**src/rtl/mem_access_ctrl.sv**
```systemverilog
// MEM-stage sequencer: aligns and issues one data-RAM transaction per instruction,
// stalls the pipeline until ram_ready or timeout, and returns extended load data.
module mem_access_ctrl #(
  parameter int unsigned ADDR_WIDTH = 32,
  parameter int unsigned TIMEOUT    = 255
) (
  input  logic                  clk,
  input  logic                  rst,
  input  logic                  mem_read_flag,
  input  logic                  mem_write_flag,
  input  logic                  mem_sign_ext_flag,
  input  logic [3:0]            mem_sel,
  input  logic [ADDR_WIDTH-1:0] mem_addr,
  input  logic [31:0]           mem_write_data,
  output logic                  ram_en,
  output logic [3:0]            ram_we,
  output logic [ADDR_WIDTH-1:0] ram_addr,
  output logic [31:0]           ram_wdata,
  input  logic [31:0]           ram_rdata,
  input  logic                  ram_ready,
  output logic                  stall_req,
  output logic [31:0]           load_data,
  output logic                  load_valid,
  output logic                  addr_err,
  output logic                  bus_err
);

  localparam logic [7:0] TimeoutLast = 8'(TIMEOUT - 1);

  typedef enum logic [1:0] {StIdle, StAccess, StDone} state_e;

  state_e                state_q, state_d;
  logic                  ram_en_q, ram_en_d;
  logic [3:0]            ram_we_q, ram_we_d;
  logic [ADDR_WIDTH-1:0] ram_addr_q, ram_addr_d;
  logic [31:0]           ram_wdata_q, ram_wdata_d;
  logic [31:0]           load_data_q, load_data_d;
  logic                  load_valid_q, load_valid_d;
  logic                  bus_err_q, bus_err_d;
  logic [7:0]            cnt_q, cnt_d;
  logic                  is_write_q, is_write_d;
  logic                  sx_q, sx_d;
  logic [3:0]            sel_q, sel_d;
  logic [1:0]            off_q, off_d;

  logic        req;
  logic        misaligned;
  logic [1:0]  off;
  logic [31:0] shifted;
  logic [31:0] ext_data;

  assign off        = mem_addr[1:0];
  assign req        = (mem_read_flag | mem_write_flag) & (mem_sel != 4'b0000);
  assign misaligned = ((mem_sel == 4'b1111) && (off != 2'b00)) ||
                      ((mem_sel == 4'b0011) && off[0]);

  assign addr_err  = (state_q == StIdle) & req & misaligned;
  assign stall_req = ((state_q == StIdle) & req & ~misaligned) | (state_q == StAccess);

  // Load extraction uses the sel/off latched at issue, not the live pipeline inputs.
  always_comb begin
    shifted  = ram_rdata >> {off_q, 3'b000};
    ext_data = shifted;
    case (sel_q)
      4'b0001: ext_data = {{24{sx_q & shifted[7]}}, shifted[7:0]};
      4'b0011: ext_data = {{16{sx_q & shifted[15]}}, shifted[15:0]};
      default: ext_data = shifted;
    endcase
  end

  always_comb begin
    state_d      = state_q;
    ram_en_d     = ram_en_q;
    ram_we_d     = ram_we_q;
    ram_addr_d   = ram_addr_q;
    ram_wdata_d  = ram_wdata_q;
    load_data_d  = load_data_q;
    load_valid_d = 1'b0;
    bus_err_d    = 1'b0;
    cnt_d        = cnt_q;
    is_write_d   = is_write_q;
    sx_d         = sx_q;
    sel_d        = sel_q;
    off_d        = off_q;

    case (state_q)
      StIdle: begin
        if (req && !misaligned) begin
          state_d     = StAccess;
          ram_en_d    = 1'b1;
          ram_addr_d  = {mem_addr[ADDR_WIDTH-1:2], 2'b00};
          ram_we_d    = mem_write_flag ? (mem_sel << off) : 4'b0000;
          ram_wdata_d = mem_write_data << {off, 3'b000};
          is_write_d  = mem_write_flag;
          sx_d        = mem_sign_ext_flag;
          sel_d       = mem_sel;
          off_d       = off;
          cnt_d       = 8'd0;
        end
      end
      StAccess: begin
        if (ram_ready) begin
          state_d  = StDone;
          ram_en_d = 1'b0;
          ram_we_d = 4'b0000;
          if (!is_write_q) begin
            load_data_d  = ext_data;
            load_valid_d = 1'b1;
          end
        end else if (cnt_q == TimeoutLast) begin
          state_d     = StDone;
          ram_en_d    = 1'b0;
          ram_we_d    = 4'b0000;
          bus_err_d   = 1'b1;
          load_data_d = 32'd0;
        end else begin
          cnt_d = cnt_q + 8'd1;
        end
      end
      StDone: begin
        // Inputs here still belong to the retiring instruction.
        state_d = StIdle;
      end
      default: state_d = StIdle;
    endcase
  end

  always_ff @(posedge clk) begin
    if (!rst) begin
      state_q      <= StIdle;
      ram_en_q     <= 1'b0;
      ram_we_q     <= 4'b0000;
      ram_addr_q   <= '0;
      ram_wdata_q  <= 32'd0;
      load_data_q  <= 32'd0;
      load_valid_q <= 1'b0;
      bus_err_q    <= 1'b0;
      cnt_q        <= 8'd0;
      is_write_q   <= 1'b0;
      sx_q         <= 1'b0;
      sel_q        <= 4'b0000;
      off_q        <= 2'b00;
    end else begin
      state_q      <= state_d;
      ram_en_q     <= ram_en_d;
      ram_we_q     <= ram_we_d;
      ram_addr_q   <= ram_addr_d;
      ram_wdata_q  <= ram_wdata_d;
      load_data_q  <= load_data_d;
      load_valid_q <= load_valid_d;
      bus_err_q    <= bus_err_d;
      cnt_q        <= cnt_d;
      is_write_q   <= is_write_d;
      sx_q         <= sx_d;
      sel_q        <= sel_d;
      off_q        <= off_d;
    end
  end

  assign ram_en     = ram_en_q;
  assign ram_we     = ram_we_q;
  assign ram_addr   = ram_addr_q;
  assign ram_wdata  = ram_wdata_q;
  assign load_data  = load_data_q;
  assign load_valid = load_valid_q;
  assign bus_err    = bus_err_q;

endmodule

```
**config.mk**
```make
export PLATFORM = sky130hd
export DESIGN_NAME = mem_access_ctrl
export DESIGN_NICKNAME = d
export VERILOG_FILES = /design/src/rtl/mem_access_ctrl.sv
export SDC_FILE = /design/constraint.sdc
export NUM_CORES = 1
export LEC_CHECK = 0
export BUFFER_PORTS_ARGS = -buffer_cell sky130_fd_sc_hd__buf_2
export CORE_AREA = 2 2 148 150
export CTS_BUF_LIST = sky130_fd_sc_hd__clkbuf_4 sky130_fd_sc_hd__clkbuf_8 sky130_fd_sc_hd__clkbuf_16
export DETAILED_ROUTE_END_ITERATION = 6
export DIE_AREA = 0 0 150 152
export PLACE_DENSITY = 0.44
export SYNTH_ARGS = -nofsm -noshare
export SYNTH_HDL_FRONTEND = slang
export SYNTH_SLANG_ARGS = --single-unit
```
**constraint.sdc**
```tcl
create_clock -name clk -period 6.1 [get_ports clk]
set_clock_uncertainty 0.15 [all_clocks]
set_input_delay 1.22 -clock clk [delete_from_list [all_inputs] [get_ports clk]]
set_output_delay 1.22 -clock clk [all_outputs]
set_load 0.01 [all_outputs]
```
After elaboration in Yosys (flattened, before gate mapping)
Cells that the tools add are included.
- flip-flop bits (word level): 119
- logic and storage cells: 79
- RAM bits: 0
- ROM bits: 0
- memories: 0
- bits in latches: 0
- output and inout bits: 105
- bits of input ports: 106
- reductions and logical operators: 17
- divide/modulo/power cells: 0
- add/sub/neg operators: 1
- magnitude comparators: 0
- $mul: 0
- bitwise logic cells: 11
- shift operators: 3
- equal/unequal tests: 11
- mux-type cells: 23
- operators by type and width (operator ; number):
    32-bit 2-to-1 mux ; 3
    32-bit case mux with 2 select lines ; 1
    32-bit by 5-bit left shift with 32-bit output ; 1
    32-bit by 5-bit >> shifter with 32-bit output ; 1
    8-bit 2-to-1 mux ; 3
    4-bit 2-to-1 mux ; 4
    8-bit case mux with 2 select lines ; 1
    3-bit AND reduction ; 3
    8-bit by 1-bit adder with 8-bit output (second input constant) ; 1
    4-bit by 2-bit == test with 1-bit output (second input constant) ; 2
    8-bit == test (second input constant) ; 1
    4-bit case mux with 2 select lines ; 1
    1-bit AND ; 6
    2-bit 2-to-1 mux ; 3
    2-bit inequality test (second input constant) ; 3
    2-bit nonzero test ; 3
    1-bit 2-to-1 mux ; 5
    4-bit by 1-bit == test with 1-bit output (second input constant) ; 1
    4-bit == test (second input constant) ; 1
    2-bit case mux with 2 select lines ; 1
    2-bit AND reduction ; 2
    4-bit AND reduction ; 1
    4-bit nonzero test ; 1
    4-bit by 2-bit left shift with 4-bit output ; 1
    11 further kinds ; 16

Longest topological paths before layout
Gate-level depths: netlist of the first run.
- depth in word-level cells: 7
- mapped depth: 7
- depth with buffers taken out: 6

Least setup slack after synthesis of the first run
OpenSTA, ideal clock, no wires.
- path type: input-to-output
- from: input mem_addr[1]
- to: output addr_err
- arrival time: 2.362 ns
- path buffers: 2
- path slack: 2.368 ns
- stages on the path: 5
- cell sequence: o211a_1 o21ai_0 buf_2 buf_1 nor2_1
- longest elaborated chain between the ends: 4
- RTL lines (item ; RTL line ; RTL):
    from (decl) ; 13 ; input logic [ADDR_WIDTH-1:0] mem_addr,
    2-bit nonzero test ; 54 ; assign misaligned = ((mem_sel == 4'b1111) && (off != 2'b00)) ||
    1-bit logical AND ; 54 ;
    1-bit logical OR ; 54 ;
    1-bit AND ; 57 ; assign addr_err = (state_q == StIdle) & req & misaligned;
    to (decl) ; 24 ; output logic addr_err,
No other way between the ends.

Worst setup path in the final report of the first run
- from: input mem_addr[0]
- to: output stall_req
- longest elaborated chain between the ends: 6
- elaborated cells between the ends (all ways): 7
- RTL lines (item ; RTL line ; RTL):
    2-bit nonzero test ; 54 ;
    1-bit logical AND ; 54 ;
    1-bit logical OR * ; 54 ;
    1-bit NOT * ; 58 ; assign stall_req = ((state_q == StIdle) & req & ~misaligned) | (state_q == StAccess);
    1-bit AND * ; 58 ;
    1-bit bitwise OR * ; 58 ;
    to (decl) ; 21 ; output logic stall_req,
Every way passes the cells marked *; elsewhere a longest branch is shown, timed or not.

==> impl_metrics.csv, run 1 <==
group,metric,value,unit
clocking,h-tree-depth,4,
floorplan,core_area,0.02135,mm2
pwr,cellPowerDensity,314.9,mW/mm2
grt,globalRouteMet1Util,20.27,%
floorplan,die-width,150,um
job,drv_cap,0,
layout,fillers,2290,
floorplan,start_util,25.34,%
layout,finalInstanceArea,0.007282,mm2
grt,grtUsageMet2,25.94,%
synthesis,yosys.area.top_type,"dfxtp_1",
layout,utilization,34.11,%
critical_path,crit_arrival,3120,ps
route,vias,5293,
layout,drive_above_1_share,35.95,%
sta,fin_tns_setup,0,ps
synthesis,synthTopCellsByArea,"dfxtp_1 44%, mux2i_1 6.8%, a21oi_1 6.5%",
sta,worstMarginPinSlew,1061,ps
route,avgViaCountPerCell,5.012,
clocking,cts_tree,"yes",
grt,grt_pass1_wl,28770,um
route,drt_iter0_drc,270,
synthesis,synth_top_area_share,44.03,%
layout,syn_to_final_growth,34.60,%
layout,final_common_cell,"buf_2",
clocking,cts_buffers,17,
critical_path,required,4730,ps
critical_path,cp_cell_sequence,"buf_2, nor3b_1, o21ai_4, nand2_1, nand2_1, buf_2",
grt,grt-ovfl-total,0,
clocking,clk_latency,410,ps
placed_design,hpwl,13100,um
critical_path,crit_type,"input port to output pin",
critical_path,cp_slowest_cell,"buf_2",
synthesis,synth.distinct_cells,51,
sta,slew_headroom,29.15,%
layout,fin_nets,873,
floorplan,die_area,0.02280,mm2
critical_path,path_max_fanout,32,
sta,fmax,222.9,MHz
layout,antennaDiodeCount,0,
pwr,leakage,3.213,nW
synthesis,syn_area,0.005410,mm2
grt,antenna_found_initial,0,
clocking,cts_hold_buf,0,
critical_path,worst_setup_path_start_kind,"input port",
synthesis,synth_edf_count,0,
clocking,cts.sinks,119,
status,status,"complete, no violations",
layout,final_cell_mix,"208 x buf_2, 119 x dfxtp_1, 69 x a21oi_1",
floorplan,die_height,152,um
route,drtPass1Iterations,4,
route,antenna_left,0,
clocking,cts_root_buf,"clkbuf_16",
pwr,max-vdd-ir-drop,167.9,uV
sta,slew_violations,0,
synthesis,syn_inst,584,
floorplan,io-pin-count,211,
grt,grt_pass1_vias,5311,
synthesis,synth-seq-cells,119,
clocking,clk_pin_slew_worst_paths,50,ps
synthesis,ys_seq_area_share,44.03,%
clocking,post-cts-setup-buffers,0,
critical_path,crit_path_end_kind,"output pin",
critical_path,cpLargestDelayFamily,"simple AND/OR/NAND/NOR gates",
grt,grt_max_degree,56,
grt,use_met3,5.345,%
synthesis,synth_top_flop_cell,"dfxtp_1",
synthesis,syn_avg_cell_area,9.264,um2
clocking,ctsResizeCount,0,
sta,grt_setup_unrepaired,"no",
grt,top_usage_layer,"met2",
sta,hold_viol,0,
critical_path,crit_buf_inv,2,
synthesis,yosys_warnings,0,
critical_path,critical-path-max-stage-delay,620,ps
floorplan,std_cell_rows,54,
sta,period_share,73.56,%
synthesis,async_flop_share,0,%
clocking,clock_path_buffers,2,
placed_design,place_area,0.006654,mm2
sta,setup_viol,0,
route,wl_per_cell,17.53,um
route,routed_wl,18510,um
grt,grt_usage,15.92,%
placed_design,port_buffers,208,
worst_hold_path,hold_class,"flip-flop to flip-flop",
route,drcViolationCount,0,
placed_design,place_congestion,0.7585,
sta,min_period,4487,ps
==> per-stage QoR <==
stage,std cells,total power [mW],hold WS [ps],setup WS (ps)
floorplan,585,1.094,298.6,2368
global placement,1026,1.245,286.7,1663
detailed placement,1026,1.251,291.7,1594
CTS,1056,2.324,304.8,1591
global route,1056,2.398,329.5,1359
finish,1056,2.293,299.7,1613
==> power breakdown <==
part / switching [mW] / internal [mW]
Combinational: 0.215 / 0.149
Sequential: 0.0353 / 0.833
Clock: 0.359 / 0.703
Total: 0.609 / 1.68
==> logic make-up after synthesis <==
logic type | synth area share [%]
AOI/OAI and AO/OA | 25.88
adders and majority gates | 0.4625
other | 0.06931
xor gates and xnor gates | 0.4858
muxes | 11.22
buffers and inverters | 4.625
and+or+nand+nor | 13.23
DFF | 44.03
==> worst reg2reg max path: stages (launching register included) <==
cell and delay [ps]:
dfxtp_1 1020, mux4_2 650, nor3_4 600, a221o_1 210
==> synthesized netlist by cell type (all sizes together) (3+ instances only) <==
| library cell | n |
|---|---|
| a21oi | 70 |
| a221o | 16 |
| a22o | 9 |
| and3 | 3 |
| buf | 19 |
| clkbuf | 35 |
| dfxtp | 119 |
| inv | 3 |
| mux2 | 17 |
| mux2i | 37 |
| nand2 | 38 |
| nand2b | 4 |
| nand3 | 42 |
| nand4 | 3 |
| nor2 | 16 |
| nor2b | 4 |
| nor3 | 4 |
| nor3b | 3 |
| o2111ai | 17 |
| o211a | 9 |
| o211ai | 5 |
| o21ai | 66 |
| o2bb2ai | 18 |
| or3 | 3 |
| xor2 | 3 |
==> final timing paths <==
check               startpoint            end  slack (ps)  cells past startpoint
setup / recovery   mem_addr[0]      stall_req        1610                      6
hold / removal    load_data[3]   load_data[3]         300                      2
setup reg to reg      off_q[1]  load_data[18]        3420                      3
hold reg to reg   load_data[3]   load_data[3]         300                      2
==> registers in the layout (all words and copies together), names as in the netlist <==
name        count
bus_err         1
off_q           2
ram_wdata      32
load_data      32
sx_q            1
ram_we          4
ram_addr       30
load_valid      1
state_q         2
ram_en          1
sel_q           4
cnt_q           8
is_write_q      1
==> cell type report <==
| type | count | area, um2 | area share, % |
|---|---|---|---|
| Clock buffer | 23 | 508.0 | 6.976 |
| Timing Repair Buffer | 215 | 1094 | 15.02 |
| Sequential cell | 119 | 2382 | 32.71 |
| Tap cell | 280 | 350.3 | 4.811 |
| Clock inverter | 7 | 116.4 | 1.598 |
| Multi-Input combinational cell | 409 | 2820 | 38.73 |
| Inverter | 3 | 11.26 | 0.1546 |
==> routing by layer <==
layer  part of all wire [%]  vias to the layer above
li1                       -                     2546
met5                      0                        -
met1                     44                     2552
met2                     48                      179
met4                   0.96                        0
met3                    7.3                       16
No activity file was read; power rests on OpenSTA's default activity.
==> run 2: changes to the inputs <==
--- a/config.mk
+++ b/config.mk
@@ -10,7 +10,7 @@
 export CTS_BUF_LIST = sky130_fd_sc_hd__clkbuf_4 sky130_fd_sc_hd__clkbuf_8 sky130_fd_sc_hd__clkbuf_16
 export DETAILED_ROUTE_END_ITERATION = 6
 export DIE_AREA = 0 0 150 152
-export PLACE_DENSITY = 0.44
+export PLACE_DENSITY = 0.46
 export SYNTH_ARGS = -nofsm -noshare
 export SYNTH_HDL_FRONTEND = slang
 export SYNTH_SLANG_ARGS = --single-unit
==> constraint.sdc (replaced) <==
create_clock -name clk -period 3.66 [get_ports clk]
set_clock_uncertainty 0.15 [all_clocks]
set_input_delay 0.732 -clock clk [delete_from_list [all_inputs] [get_ports clk]]
set_output_delay 0.732 -clock clk [all_outputs]
set_load 0.01 [all_outputs]
==> run 2 against run 1 <==
Cell count rose by 0.95%. First-iteration DRC count fell by 20%. Combinational power up 72%. Sequential share of layout area decreased by 0.24 points. Critical path depth unchanged. Cell area rose by 0.74%. Clock-buffer cell count shrank 4.
==> impl_metrics.csv, run 2 (same netlist as run 1, synthesis figures left out) <==
group,metric,value,unit
grt,grt_pass1_vias,5162,
job,drv_cap,0,
clocking,cts_buffers,17,
layout,finalInstanceArea,0.007336,mm2
placed_design,place_congestion,0.7472,
pwr,leakage,3.238,nW
sta,fmax,350.1,MHz
sta,slew_headroom,46.95,%
critical_path,worst_setup_path_start_kind,"input port",
pwr,p_switching,1.071,mW
pwr,power.share.sequential,37.5,%
floorplan,io-pin-count,211,
critical_path,required,2780,ps
sta,setup_viol,0,
grt,grt_pass1_wl,28790,um
critical_path,r2r_end,"load_data[24]",
floorplan,die_area,0.02280,mm2
clocking,ctsResizeCount,0,
critical_path,cpLargestDelayFamily,"simple AND/OR/NAND/NOR gates",
sta,min_period,2856,ps
layout,drive_above_1_share,36.64,%
floorplan,std_cell_rows,54,
route,vias,5248,
pwr,max-vdd-ir-drop,276.0,uV
pwr,internal_power,2.754,mW
worst_hold_path,worstHoldPathCells,2,
sta,slew_violations,0,
route,wl_per_cell,17.34,um
worst_hold_path,min_from,"load_data[0]",
critical_path,crit_buf_inv,2,
route,drtPass1Iterations,4,
critical_path,worstReg2RegStart,"off_q[0]",
clocking,cts_root_buf,"clkbuf_16",
route,wl_met1,8627,um
sta,worstMarginPinSlew,794.2,ps
sta,grt_setup_unrepaired,"no",
clocking,h-tree-depth,4,
clocking,clock_path_buffers,2,
route,met3_length,1399,um
route,dr_wl_met2,8282,um
layout,fin_nets,881,
floorplan,die_height,152,um
clocking,cts.sinks,119,
route,drt_iter0_drc,215,
layout,syn_to_final_growth,35.59,%
status,status,"complete, no violations",
route,routed_wl,18480,um
critical_path,critical-path-max-stage-delay,490,ps
clocking,post-cts-setup-buffers,0,
critical_path,ff2ff_setup_slack,1170,ps
route,drcViolationCount,0,
critical_path,path_max_fanout,16,
grt,grt-ovfl-total,0,
sta,hold_viol,0,
route,top_layer,"met4",
pwr,clockPowerShare,46.2,%
floorplan,core_area,0.02135,mm2
route,antenna_left,0,
layout,final_cell_mix,"208 x buf_2, 119 x dfxtp_1, 70 x a21oi_1",
placed_design,place_area,0.006714,mm2
critical_path,crit_arrival,1970,ps
grt,antenna_found_initial,0,
critical_path,critPathLaunch,"mem_addr[0]",
placed_design,port_buffers,208,
sta,period_share,78.04,%
grt,grt_usage,16.02,%
placed_design,place_inst,1034,
pwr,cellPowerDensity,521.4,mW/mm2
worst_hold_path,hold_class,"flip-flop to flip-flop",
floorplan,die-width,150,um
layout,fin_cells,1066,
clocking,clk_latency,410,ps
placed_design,hpwl,12870,um
pwr,combinationalPowerShare,16.3,%
layout,utilization,34.36,%
floorplan,start_util,25.34,%
sta,fin_tns_setup,0,ps
layout,antennaDiodeCount,0,
route,avgViaCountPerCell,4.923,
clocking,cts_hold_buf,0,
critical_path,cp_cell_sequence,"buf_2, nor3b_1, o21ai_4, nand2_1, nand2_1, buf_2",
critical_path,cp_slowest_cell,"nor3b_1",
critical_path,r2r.worst_path.cells,5,
pwr,swShare,27.99,%
sta,holdWs,296.2,ps
layout,final_common_cell,"buf_2",
critical_path,crit_type,"input port to output pin",
clocking,cts_tree,"yes",
grt,grt_max_degree,51,
critical_path,crit_path_end_kind,"output pin",
worst_hold_path,worst_hold_path.endpoint,"load_data[0]",
clocking,clk_pin_slew_worst_paths,60,ps
[run 2: changes by cell type in the layout (fill, tap and decap cells not counted)]
cell / delta
a21oi_1: +1
inv_6: +3
a21oi_2: -1
clkinvlp_4: +3
clkinv_2: -1
buf_4: +8
clkinv_4: +1
clkbuf_8: -4
[run 2: worst max-delay path by stage]
stage / to / slack, ps / cells after the start
2_1_floorplan: addr_err / 900 / 5
3_3_place_gp: ram_we[0] / 660 / 5
3_5_place_dp: ram_we[0] / 650 / 5
4_1_cts: stall_req / 770 / 5
5_1_grt: stall_req / 630 / 5
6_report: stall_req / 800 / 6
[run 2: tightest hold or removal path: stages, from the launching register on]
cell and delay (ps):
dfxtp_1 320, nand2_1 40, o21ai_0 50
[run 2: layout make-up]
cell class	count	area, um2
Tap cell	280	350.3
Clock inverter	13	168.9
Clock buffer	19	452.9
Fill cell	2303	14010
Timing Repair Buffer	223	1154
Sequential cell	119	2382
Inverter	3	11.26
Multi-Input combinational cell	409	2816
[run 2: per-layer routing]
metal / vias to the layer above / GRT usage, %
li1: 2568 / -
met1: 2484 / 21.67
met2: 183 / 24.44
met3: 13 / 5.135
met4: 0 / 4.492
met5: - / 0
[run 2: power groups by stage]
stage	registers (mW)	clock network, mW	logic (mW)
2_1_floorplan	1.49	0	0.330
3_3_place_gp	1.46	0	0.630
3_5_place_dp	1.46	0	0.630
4_1_cts	1.44	1.82	0.632
5_1_grt	1.45	1.88	0.690
6_report	1.43	1.77	0.625
[run 2: stage by stage]
| step | power [mW] | setup WS [ps] |
|---|---|---|
| after floorplan | 1.823 | 903.6 |
| after global placement | 2.095 | 657.2 |
| after detailed placement | 2.092 | 647.6 |
| after CTS | 3.889 | 766.5 |
| after global routing | 4.012 | 627.6 |
| final | 3.825 | 803.7 |
